## src/rtl/fft_sched_pkg.sv

```systemverilog
`default_nettype none
// ============================================================================
// Module  : fft_sched_pkg
// Purpose : Shared types, default sizes and helpers for the ping-pong FFT
//           stage scheduler (state encoding, default LOG2N/CNTW, bit reversal).
// Revision: 1.0 - initial release
// ============================================================================
package fft_sched_pkg;

    localparam int LOG2N_DEF = 8;
    localparam int CNTW_DEF  = 16;

    typedef enum logic [1:0] {
        IDLE   = 2'd0,
        FILL   = 2'd1,
        STREAM = 2'd2,
        FLUSH  = 2'd3
    } sched_state_t;

    // Reverse the low 'width' bits of 'value'; bits at or above 'width' are zero.
    function automatic logic [31:0] bitrev(input logic [31:0] value, input int width);
        logic [31:0] r;
        r = '0;
        for (int i = 0; i < 32; i++) begin
            if (i < width) begin
                r[i] = value[width-1-i];
            end
        end
        return r;
    endfunction

endpackage
`default_nettype wire

```

## src/rtl/fft_pingpong_sched_if.sv

```systemverilog
`default_nettype none
// ============================================================================
// Module  : fft_pingpong_sched_if
// Purpose : Sample-in / word-out stream handshake of the FFT frame scheduler.
//   s_valid, s_last, s_ready : upstream sample stream
//   m_valid, m_ready         : downstream word stream
//   m_sof, m_eof             : frame markers qualified by m_valid
//   slave  modport : scheduler side
//   master modport : producer/consumer side (testbench, neighbours)
// Revision: 1.0 - initial release
// ============================================================================
interface fft_pingpong_sched_if;
    logic s_valid;
    logic s_last;
    logic s_ready;
    logic m_valid;
    logic m_ready;
    logic m_sof;
    logic m_eof;

    modport slave (
        input  s_valid, s_last, m_ready,
        output s_ready, m_valid, m_sof, m_eof
    );

    modport master (
        output s_valid, s_last, m_ready,
        input  s_ready, m_valid, m_sof, m_eof
    );
endinterface
`default_nettype wire

```

## src/rtl/fft_sched_outreg.sv

```systemverilog
`default_nettype none
// ============================================================================
// Module  : fft_sched_outreg
// Purpose : Output word flag register (valid / start-of-frame / end-of-frame).
//   Loads on every buffer advance; otherwise valid drops once consumed, and
//   everything holds while the consumer stalls.
//   clock_c, reset : clock, synchronous active-high reset
//   i_adv          : buffer advance this cycle
//   i_rd           : the advance carries a readable word
//   i_sof, i_eof   : word position flags for the advance
//   i_ready        : downstream ready
//   o_valid, o_sof, o_eof : registered flags
// Revision: 1.0 - initial release
// ============================================================================
module fft_sched_outreg (
    input  wire logic clock_c,
    input  wire logic reset,
    input  wire logic i_adv,
    input  wire logic i_rd,
    input  wire logic i_sof,
    input  wire logic i_eof,
    input  wire logic i_ready,
    output logic      o_valid,
    output logic      o_sof,
    output logic      o_eof
);

    logic r_valid;
    logic r_sof;
    logic r_eof;

    always_ff @(posedge clock_c) begin
        if (reset) begin
            r_valid <= 1'b0;
            r_sof   <= 1'b0;
            r_eof   <= 1'b0;
        end else if (i_adv) begin
            r_valid <= i_rd;
            r_sof   <= i_sof;
            r_eof   <= i_eof;
        end else if (i_ready) begin
            r_valid <= 1'b0;
        end
    end

    assign o_valid = r_valid;
    assign o_sof   = r_sof;
    assign o_eof   = r_eof;

endmodule
`default_nettype wire

```

## src/rtl/fft_pingpong_sched.sv

```systemverilog
`default_nettype none
// ============================================================================
// Module  : fft_pingpong_sched
// Purpose : Frame scheduler for one ping-pong FFT stage buffer (two banks of
//           2^LOG2N words). Writes frame k+1 while reading frame k, with one
//           shared word counter for both directions.
//   clock_c, reset : clock, synchronous active-high reset
//   sif (slave)    : s_valid/s_last/s_ready in, m_valid/m_ready/m_sof/m_eof out
//   buf_en         : buffer advance
//   buf_start      : frame start / bank swap (only with buf_en)
//   buf_we         : buffer write enable
//   buf_waddr      : buffer write address
//   busy           : not idle, or a word is still presented
//   frame_cnt      : frames fully read out since reset (wrapping)
// Build option: define FFT_BITREV_EN to store samples at bit-reversed addresses.
// Revision: 1.0 - initial release
// ============================================================================
module fft_pingpong_sched
    import fft_sched_pkg::*;
#(
    parameter int LOG2N = LOG2N_DEF,
    parameter int CNTW  = CNTW_DEF
) (
    input  wire logic          clock_c,
    input  wire logic          reset,
    fft_pingpong_sched_if.slave sif,
    output logic               buf_en,
    output logic               buf_start,
    output logic               buf_we,
    output logic [LOG2N-1:0]   buf_waddr,
    output logic               busy,
    output logic [CNTW-1:0]    frame_cnt
);

    localparam logic [LOG2N-1:0] C_CNT_LAST = '1;

    sched_state_t     r_state, w_state_nxt;
    logic [LOG2N-1:0] r_cnt, w_cnt_nxt;
    logic [CNTW-1:0]  r_frame_cnt, w_frame_cnt_nxt;

    logic w_m_valid;
    logic w_stall;
    logic w_s_ready;
    logic w_accept;
    logic w_cnt_zero;
    logic w_cnt_last;
    logic w_rd;

    assign w_stall    = w_m_valid & ~sif.m_ready;
    assign w_s_ready  = ~w_stall & (r_state != FLUSH);
    assign w_accept   = sif.s_valid & w_s_ready;
    assign w_cnt_zero = (r_cnt == '0);
    assign w_cnt_last = (r_cnt == C_CNT_LAST);
    // Only STREAM and FLUSH advances read a previously written frame.
    assign w_rd       = (r_state == STREAM) | (r_state == FLUSH);

    assign sif.s_ready = w_s_ready;
    assign buf_en      = w_accept | ((r_state == FLUSH) & ~w_stall);
    assign buf_we      = w_accept;
    // FILL never starts a frame: its word 0 was taken in IDLE.
    assign buf_start   = buf_en & w_cnt_zero & (r_state != FILL);
    assign busy        = (r_state != IDLE) | w_m_valid;
    assign frame_cnt   = r_frame_cnt;

`ifdef FFT_BITREV_EN
    assign buf_waddr = LOG2N'(bitrev(32'(r_cnt), LOG2N));
`else
    assign buf_waddr = r_cnt;
`endif

    always_ff @(posedge clock_c) begin
        if (reset) begin
            r_state     <= IDLE;
            r_cnt       <= '0;
            r_frame_cnt <= '0;
        end else begin
            r_state     <= w_state_nxt;
            r_cnt       <= w_cnt_nxt;
            r_frame_cnt <= w_frame_cnt_nxt;
        end
    end

    always_comb begin
        w_state_nxt     = r_state;
        w_cnt_nxt       = r_cnt;
        w_frame_cnt_nxt = r_frame_cnt;
        case (r_state)
            IDLE: begin
                if (w_accept) begin
                    w_cnt_nxt   = LOG2N'(1);
                    w_state_nxt = FILL;
                end
            end
            FILL: begin
                if (w_accept) begin
                    w_cnt_nxt = r_cnt + LOG2N'(1);
                    if (w_cnt_last) begin
                        w_state_nxt = sif.s_last ? FLUSH : STREAM;
                    end
                end
            end
            STREAM: begin
                if (w_accept) begin
                    w_cnt_nxt = r_cnt + LOG2N'(1);
                    if (w_cnt_last) begin
                        w_frame_cnt_nxt = r_frame_cnt + CNTW'(1);
                        if (sif.s_last) begin
                            w_state_nxt = FLUSH;
                        end
                    end
                end
            end
            FLUSH: begin
                if (buf_en) begin
                    w_cnt_nxt = r_cnt + LOG2N'(1);
                    if (w_cnt_last) begin
                        w_frame_cnt_nxt = r_frame_cnt + CNTW'(1);
                        w_state_nxt     = IDLE;
                    end
                end
            end
            default: begin
                w_state_nxt = IDLE;
                w_cnt_nxt   = '0;
            end
        endcase
    end

    fft_sched_outreg u_outreg (
        .clock_c (clock_c),
        .reset   (reset),
        .i_adv   (buf_en),
        .i_rd    (w_rd),
        .i_sof   (w_cnt_zero),
        .i_eof   (w_cnt_last),
        .i_ready (sif.m_ready),
        .o_valid (w_m_valid),
        .o_sof   (sif.m_sof),
        .o_eof   (sif.m_eof)
    );

    assign sif.m_valid = w_m_valid;

endmodule
`default_nettype wire
```

## src/flat_wrapper.sv

```systemverilog
// flat-port wrapper written by rule: the top's interface ports become plain ports
module fft_pingpong_sched_flat import fft_sched_pkg::*;
#(
    parameter int LOG2N = LOG2N_DEF,
    parameter int CNTW  = CNTW_DEF
)
  (clock_c, reset, buf_en, buf_start, buf_we, buf_waddr, busy, frame_cnt, sif_s_valid, sif_s_last, sif_m_ready, sif_s_ready, sif_m_valid, sif_m_sof, sif_m_eof);
  fft_pingpong_sched_if sif_i ();
  input  wire logic clock_c;
  input  wire logic reset;
  output logic buf_en;
  output logic buf_start;
  output logic buf_we;
  output logic [LOG2N-1:0] buf_waddr;
  output logic busy;
  output logic [CNTW-1:0] frame_cnt;
  input wire logic [$bits(sif_i.s_valid)-1:0] sif_s_valid;
  input wire logic [$bits(sif_i.s_last)-1:0] sif_s_last;
  input wire logic [$bits(sif_i.m_ready)-1:0] sif_m_ready;
  output wire logic [$bits(sif_i.s_ready)-1:0] sif_s_ready;
  output wire logic [$bits(sif_i.m_valid)-1:0] sif_m_valid;
  output wire logic [$bits(sif_i.m_sof)-1:0] sif_m_sof;
  output wire logic [$bits(sif_i.m_eof)-1:0] sif_m_eof;
  assign sif_i.s_valid = sif_s_valid;
  assign sif_i.s_last = sif_s_last;
  assign sif_i.m_ready = sif_m_ready;
  assign sif_s_ready = sif_i.s_ready;
  assign sif_m_valid = sif_i.m_valid;
  assign sif_m_sof = sif_i.m_sof;
  assign sif_m_eof = sif_i.m_eof;
  fft_pingpong_sched #(.LOG2N(LOG2N), .CNTW(CNTW)) u_core (.clock_c(clock_c), .reset(reset), .sif(sif_i), .buf_en(buf_en), .buf_start(buf_start), .buf_we(buf_we), .buf_waddr(buf_waddr), .busy(busy), .frame_cnt(frame_cnt));
endmodule
```

## config.mk

```make
export PLATFORM = sky130hd
export DESIGN_NAME = fft_pingpong_sched_flat
export DESIGN_NICKNAME = d
export VERILOG_FILES = /design/src/rtl/fft_sched_pkg.sv /design/src/rtl/fft_pingpong_sched_if.sv /design/src/rtl/fft_sched_outreg.sv /design/src/rtl/fft_pingpong_sched.sv /design/src/flat_wrapper.sv
export SDC_FILE = /design/constraint.sdc
export NUM_CORES = 1
export LEC_CHECK = 0
export ABC_AREA = 1
export ABC_CLOCK_PERIOD_IN_PS = 2470
export BUFFER_PORTS_ARGS = -buffer_cell sky130_fd_sc_hd__buf_4
export CORE_AREA = 2 2 77 79
export CTS_CLUSTER_DIAMETER = 150
export DETAILED_ROUTE_END_ITERATION = 10
export DIE_AREA = 0 0 79 81
export HOLD_SLACK_MARGIN = 0.15
export SKIP_CTS_REPAIR_TIMING = 1
export SLEW_MARGIN = 30
export SYNTH_ARGS = -nofsm -noshare
export SYNTH_HDL_FRONTEND = slang
export SYNTH_SLANG_ARGS = --single-unit
```

## constraint.sdc

```tcl
create_clock -name clock_c -period 2.47 [get_ports clock_c]
set_clock_uncertainty 0.15 [all_clocks]
set_input_delay 0.247 -clock clock_c [delete_from_list [all_inputs] [get_ports clock_c]]
set_output_delay 0.247 -clock clock_c [all_outputs]
set_load 0.02 [all_outputs]
```

# Word level (Yosys, flattened, before mapping)
# Index checks and enable logic that the tools add are counted.
# classes
bitwise_logic,11
n_reduce_logical,9
n_eq_ne,15
n_addsub,2
mux,20
# ops
operator,n
$mux W16,3
$pmux W16 S2,1
$mux W8,3
$pmux W8 S3,1
$add A16 B1 Y16 const B,1
$mux W2,8
$ne A2 B1 Y1 const B,6
$ne A2 B2 Y1 const B,5
$add A8 B1 Y8 const B,1
$eq A8 B8 Y1 const B,1
$logic_not A8 Y1,1
$pmux W2 S4,1
$reduce_and A8 Y1,1
$and A1 B1 Y1,6
$reduce_and A3 Y1,2
$reduce_bool A2 Y1,3
$eq A2 B2 Y1 const B,2
$mux W1,3
$or A1 B1 Y1,3
$eq A2 B1 Y1 const B,1
$logic_not A2 Y1,1
$not A1 Y1,2
$reduce_or A2 Y1,1
# word_totals
regBits,29
inputBits,5

# Longest topological paths before layout
# logic_depth
depth_word,8
mapped_depth,11
mapped_depth_nobuf,11

# Cells and area by module
# A second synthesis with hierarchy kept.
# hier_totals
hier_cells,294
area_unflattened_um2,1848.0
# by_module_without_submodules
module,area_each_um2,cells_per_inst,n_inst,seq_area_each_um2
fft_pingpong_sched,1731.7,277,1,520.5
fft_sched_outreg,116.4,17,1,60.1

# Worst setup path before layout
# OpenSTA, ideal clock, no wires.
# synth_timing
path_kind,reg-to-output
startpoint,register u_core.r_state[0]
endpoint,output buf_start
n_path_buf,0
path_stages_with_launch,6
arrival_time_ns,1.826
slack_ns,0.247
path_cell_list,dfxtp_1 -> ha_1 -> inv_2 -> o21ai_0 -> nand4_1 -> nor2_1
# synth_between
elab_chain_len,6
word_cells_on_any_way,9
# synth_lines
element,line,rtl
start: declaration,fft_pingpong_sched.sv:37,"sched_state_t r_state, w_state_nxt;"
start signal: assignment,fft_pingpong_sched.sv:77,r_state <= w_state_nxt;
$ne A2 B2 Y1,fft_pingpong_sched.sv:50,assign w_s_ready = ~w_stall & (r_state != FLUSH);
$and A1 B1 Y1,fft_pingpong_sched.sv:50,
$and A1 B1 Y1,fft_pingpong_sched.sv:51,assign w_accept = sif.s_valid & w_s_ready;
$or A1 B1 Y1 *,fft_pingpong_sched.sv:58,assign buf_en = w_accept | ((r_state == FLUSH) & ~w_stall);
net buf_en,flat_wrapper.sv:11,output logic buf_en;
$and A1 B1 Y1 * (2 in a row),fft_pingpong_sched.sv:61,assign buf_start = buf_en & w_cnt_zero & (r_state != FILL);
end: declaration,flat_wrapper.sv:12,output logic buf_start;
# Mark *: on every way through the listed nets, which the timed path passes. The rest lies on a longest branch.

# Worst setup path after layout
# layout_timing
startpoint,register u_core.r_state[0]
endpoint,output buf_start
# layout_between
elab_chain_len,6
word_cells_on_any_way,9
# layout_lines
element,line
$ne A2 B2 Y1,fft_pingpong_sched.sv:50
$and A1 B1 Y1,fft_pingpong_sched.sv:50
$and A1 B1 Y1,fft_pingpong_sched.sv:51
$or A1 B1 Y1,fft_pingpong_sched.sv:58
$and A1 B1 Y1,fft_pingpong_sched.sv:61
$and A1 B1 Y1 *,fft_pingpong_sched.sv:61
# Mark *: on every way between the ends. The rest lies on a longest branch, timed or not.

==> results.toml <==
[run_status]
status = "finished, final reports clean"

[setup_path]
required_ps = 2070
cp-start-kind = "flop"
critical_r2r_launch = "u_core.r_state[0]"
cp_max_fo = 5
cp_data_arrival_time_ps = 1790
setup.worst_path.class = "reg2out"
crit_path_start = "u_core.r_state[0]"
setup.worst_path.end_class = "primary output"
reg2reg_setup_slack_ps = 610

[detailed_routing]
drc = 0
routed_wl_microns = 4410
viasPerCell = 4.65
dr.pass1.iters = 4
drtAntennaViolNets = 0
drt_iter0_drc = 70
post_drt_wl_per_cell_microns = 11.2
detailroute.via_count = 1838

[logic_synthesis]
synth.ff_latch_count = 29
synthCells = 279
synth_warnings = 0
distinct_cells_synth = 29
syn-cell-area_sq_um = 1880
postSynthAreaPerCell_sq_um = 6.73
synth_seq_area_share_pct = 30.9
synth.net_count = 292

[final_layout]
antenna-diode-count = 0
postLayoutCoreUtil_pct = 40.4
fill_cell_count = 621
post_route_cells_drive_above_1_share_pct = 22.5
num-nets-final = 332
area_growth_pct = 22.2

[min_path]
worst_hold_path_type = "in2reg"
hold_path.startpoint = "reset"

[floorplan]
die-width_microns = 79
row_count = 28
io-pin-count = 37
floorplan.core_area_sq_um = 5680
initial_utilization_pct = 33.1
die_area_sq_um = 6400
die_height_microns = 81

[clock_tree]
numClockSinks = 29
cts_h_tree_lvls = 2
tritoncts_clock_tree = "yes"
tritoncts.num_buffers = 5
cts_root_buffer = "sky130_fd_sc_hd__clkbuf_8"
worst_skew_pair.late_latency_ps = 280
clock_tree.buffer_depth = 2
clk_pin_slew_ps = 70

[global_route]
grt_pass1_vias = 1728
grt_use_total_pct = 15.1
wire_length_of_the_first_global_routing_pass_microns = 7710
antenna_violations_before_repair = 0
grt_remaining_overflow = 0
grt_start_max_net_pins = 21

[sta]
fmaxAchievable_mhz = 458
tns_ps = 0
tightest_pin_transition_ps = 476
rsz_0062_raised_after_global_routing = "false"
final-max-slew-violation-count = 0
post-route-min-period_ps = 2180
hold_ws_ps = 172
relSlewSlack_pct = 68.0
timing.final.crit_share_pct = 88.4
final-setup-viol-count = 0
finalHoldViolCount = 0
worst_slack_ps = 287

[placement]
dpl_worst_slack_ps = 531
post-dp-hpwl_microns = 3270
gp_congestion = 0.855
io_buffers = 36

[power]
power.leakage_nw = 0.955
vdd_ir_drop_max_v = 0.000289
power_per_cell_area_nw_per_um2 = 684

[flow_run]
max-cap-violations = 0
==> worst paths after layout <==
path                                              to  cells after the start
worst max register to register   u_core.buf_waddr[7]                      8
worst min-delay path             u_core.frame_cnt[2]                      2
worst max-delay path                       buf_start                      6
worst min register to register  u_core.frame_cnt[15]                      2
==> sequential cells by signal (all words and copies together) (netlist names) <==
register / flops
u_core.frame_cnt: 16
u_core.r_state: 2
u_core.u_outreg.o_eof: 1
u_core.u_outreg.o_sof: 1
u_core.buf_waddr: 8
u_core.u_outreg.o_valid: 1
==> per-layer routing <==
layer | wire [microns] | global-route usage [%]
met5 | 0 | 0
met2 | 2090 | 25.9
met3 | 223 | 4.22
met4 | 50 | 4.66
met1 | 2050 | 18.5
==> where the power goes <==
group | internal (mW) | leakage (nW) | total, mW | switching (mW)
Combinational | 0.234 | 0.675 | 0.640 | 0.406
Clock | 0.195 | 0.0450 | 0.379 | 0.184
Sequential | 0.511 | 0.235 | 0.551 | 0.0398
Total | 0.940 | 0.955 | 1.57 | 0.630
==> synth_stat cells <==
master,n,share of area (%)
sky130_fd_sc_hd__a21oi_1,11,2.9
sky130_fd_sc_hd__a21oi_2,9,4.2
sky130_fd_sc_hd__buf_12,1,1.1
sky130_fd_sc_hd__buf_2,1,0.27
sky130_fd_sc_hd__buf_6,1,0.60
sky130_fd_sc_hd__clkbuf_1,1,0.20
sky130_fd_sc_hd__dfxtp_1,29,31
sky130_fd_sc_hd__ha_1,8,5.3
sky130_fd_sc_hd__inv_1,29,5.8
sky130_fd_sc_hd__inv_2,2,0.40
sky130_fd_sc_hd__nand2_1,81,16
sky130_fd_sc_hd__nand2_2,9,3.0
sky130_fd_sc_hd__nand2_4,1,0.60
sky130_fd_sc_hd__nand3_1,13,3.5
sky130_fd_sc_hd__nand3_2,1,0.53
sky130_fd_sc_hd__nand3_4,1,0.93
sky130_fd_sc_hd__nand4_1,9,3.0
sky130_fd_sc_hd__nor2_1,43,8.6
sky130_fd_sc_hd__nor2_4,2,1.2
sky130_fd_sc_hd__nor2_8,1,1.1
sky130_fd_sc_hd__nor3_1,2,0.53
sky130_fd_sc_hd__nor4_1,1,0.33
sky130_fd_sc_hd__o211ai_1,2,0.80
sky130_fd_sc_hd__o21ai_0,7,1.9
sky130_fd_sc_hd__o21ai_2,1,0.47
sky130_fd_sc_hd__o21bai_1,1,0.40
sky130_fd_sc_hd__or2_2,2,0.67
sky130_fd_sc_hd__xnor2_1,6,2.8
sky130_fd_sc_hd__xor2_1,4,1.9
==> cells in the final DEF (no fill, tap or decap) <==
| cell | synthesis | routed |
|---|---|---|
| sky130_fd_sc_hd__a21oi_2 | 9 | 9 |
| sky130_fd_sc_hd__nor2_4 | 2 | 2 |
| sky130_fd_sc_hd__inv_1 | 29 | 29 |
| sky130_fd_sc_hd__o211ai_1 | 2 | 2 |
| sky130_fd_sc_hd__or2_2 | 2 | 2 |
| sky130_fd_sc_hd__ha_1 | 8 | 8 |
| sky130_fd_sc_hd__nand3_4 | 1 | 1 |
| sky130_fd_sc_hd__xnor2_1 | 6 | 6 |
| sky130_fd_sc_hd__nor4_1 | 1 | 1 |
| sky130_fd_sc_hd__nand2_2 | 9 | 9 |
| sky130_fd_sc_hd__a21oi_1 | 11 | 11 |
| sky130_fd_sc_hd__o21ai_0 | 7 | 7 |
| sky130_fd_sc_hd__o21bai_1 | 1 | 1 |
| sky130_fd_sc_hd__clkbuf_1 | 1 | 1 |
| sky130_fd_sc_hd__nand2_4 | 1 | 1 |
| sky130_fd_sc_hd__nand2_1 | 81 | 81 |
| sky130_fd_sc_hd__nand3_1 | 13 | 13 |
| sky130_fd_sc_hd__nand3_2 | 1 | 1 |
| sky130_fd_sc_hd__clkinv_2 | 0 | 2 |
| sky130_fd_sc_hd__nor2_1 | 43 | 43 |
| sky130_fd_sc_hd__nor3_1 | 2 | 2 |
| sky130_fd_sc_hd__nand4_1 | 9 | 9 |
| sky130_fd_sc_hd__buf_4 | 0 | 36 |
| sky130_fd_sc_hd__clkbuf_8 | 0 | 5 |
| sky130_fd_sc_hd__nor2_8 | 1 | 1 |
| sky130_fd_sc_hd__dfxtp_1 | 29 | 29 |
| sky130_fd_sc_hd__o21ai_2 | 1 | 1 |
| sky130_fd_sc_hd__xor2_1 | 4 | 4 |
| sky130_fd_sc_hd__dlygate4sd3_1 | 0 | 1 |
| sky130_fd_sc_hd__inv_2 | 2 | 2 |
==> logic make-up after synthesis <==
kind of cell               count (synthesis)  share of synthesized area (%)
adders and majority gates                  8                           5.33
xor gates and xnor gates                  10                           4.66
buffers and inverters                     35                           8.33
and+or+nand+nor                          166                           40.1
DFF                                       29                           30.9
AOI/OAI and AO/OA                         31                           10.7
==> critical path: stages (launching register included) <==
cell                      delay (ps)
sky130_fd_sc_hd__dfxtp_1         390
sky130_fd_sc_hd__ha_1            200
sky130_fd_sc_hd__inv_2            60
sky130_fd_sc_hd__o21ai_0         410
sky130_fd_sc_hd__nand4_1         180
sky130_fd_sc_hd__nor2_1          120
sky130_fd_sc_hd__buf_4           150
==> through the flow <==
step | instance area [sq um] | power [mW] | instances
floorplan | 1880 | 1.02 | 279
global route | 2290 | 1.71 | 395
CTS | 2280 | 1.60 | 394
detailed placement | 2200 | 1.21 | 386
finish | 2290 | 1.57 | 395
global placement | 2200 | 1.21 | 386
==> area by class of cell <==
type	instances	area [sq um]	area share (%)
clock buffers	6	72.6	3.16
well taps	75	93.8	4.09
clock inverters	2	10.0	0.436
multi-input cells	215	1140	49.7
repair buffers	37	280	12.2
inverters	31	116	5.07
flip-flops and latches	29	581	25.3
Note: power is estimated with default switching activity, not from simulation.
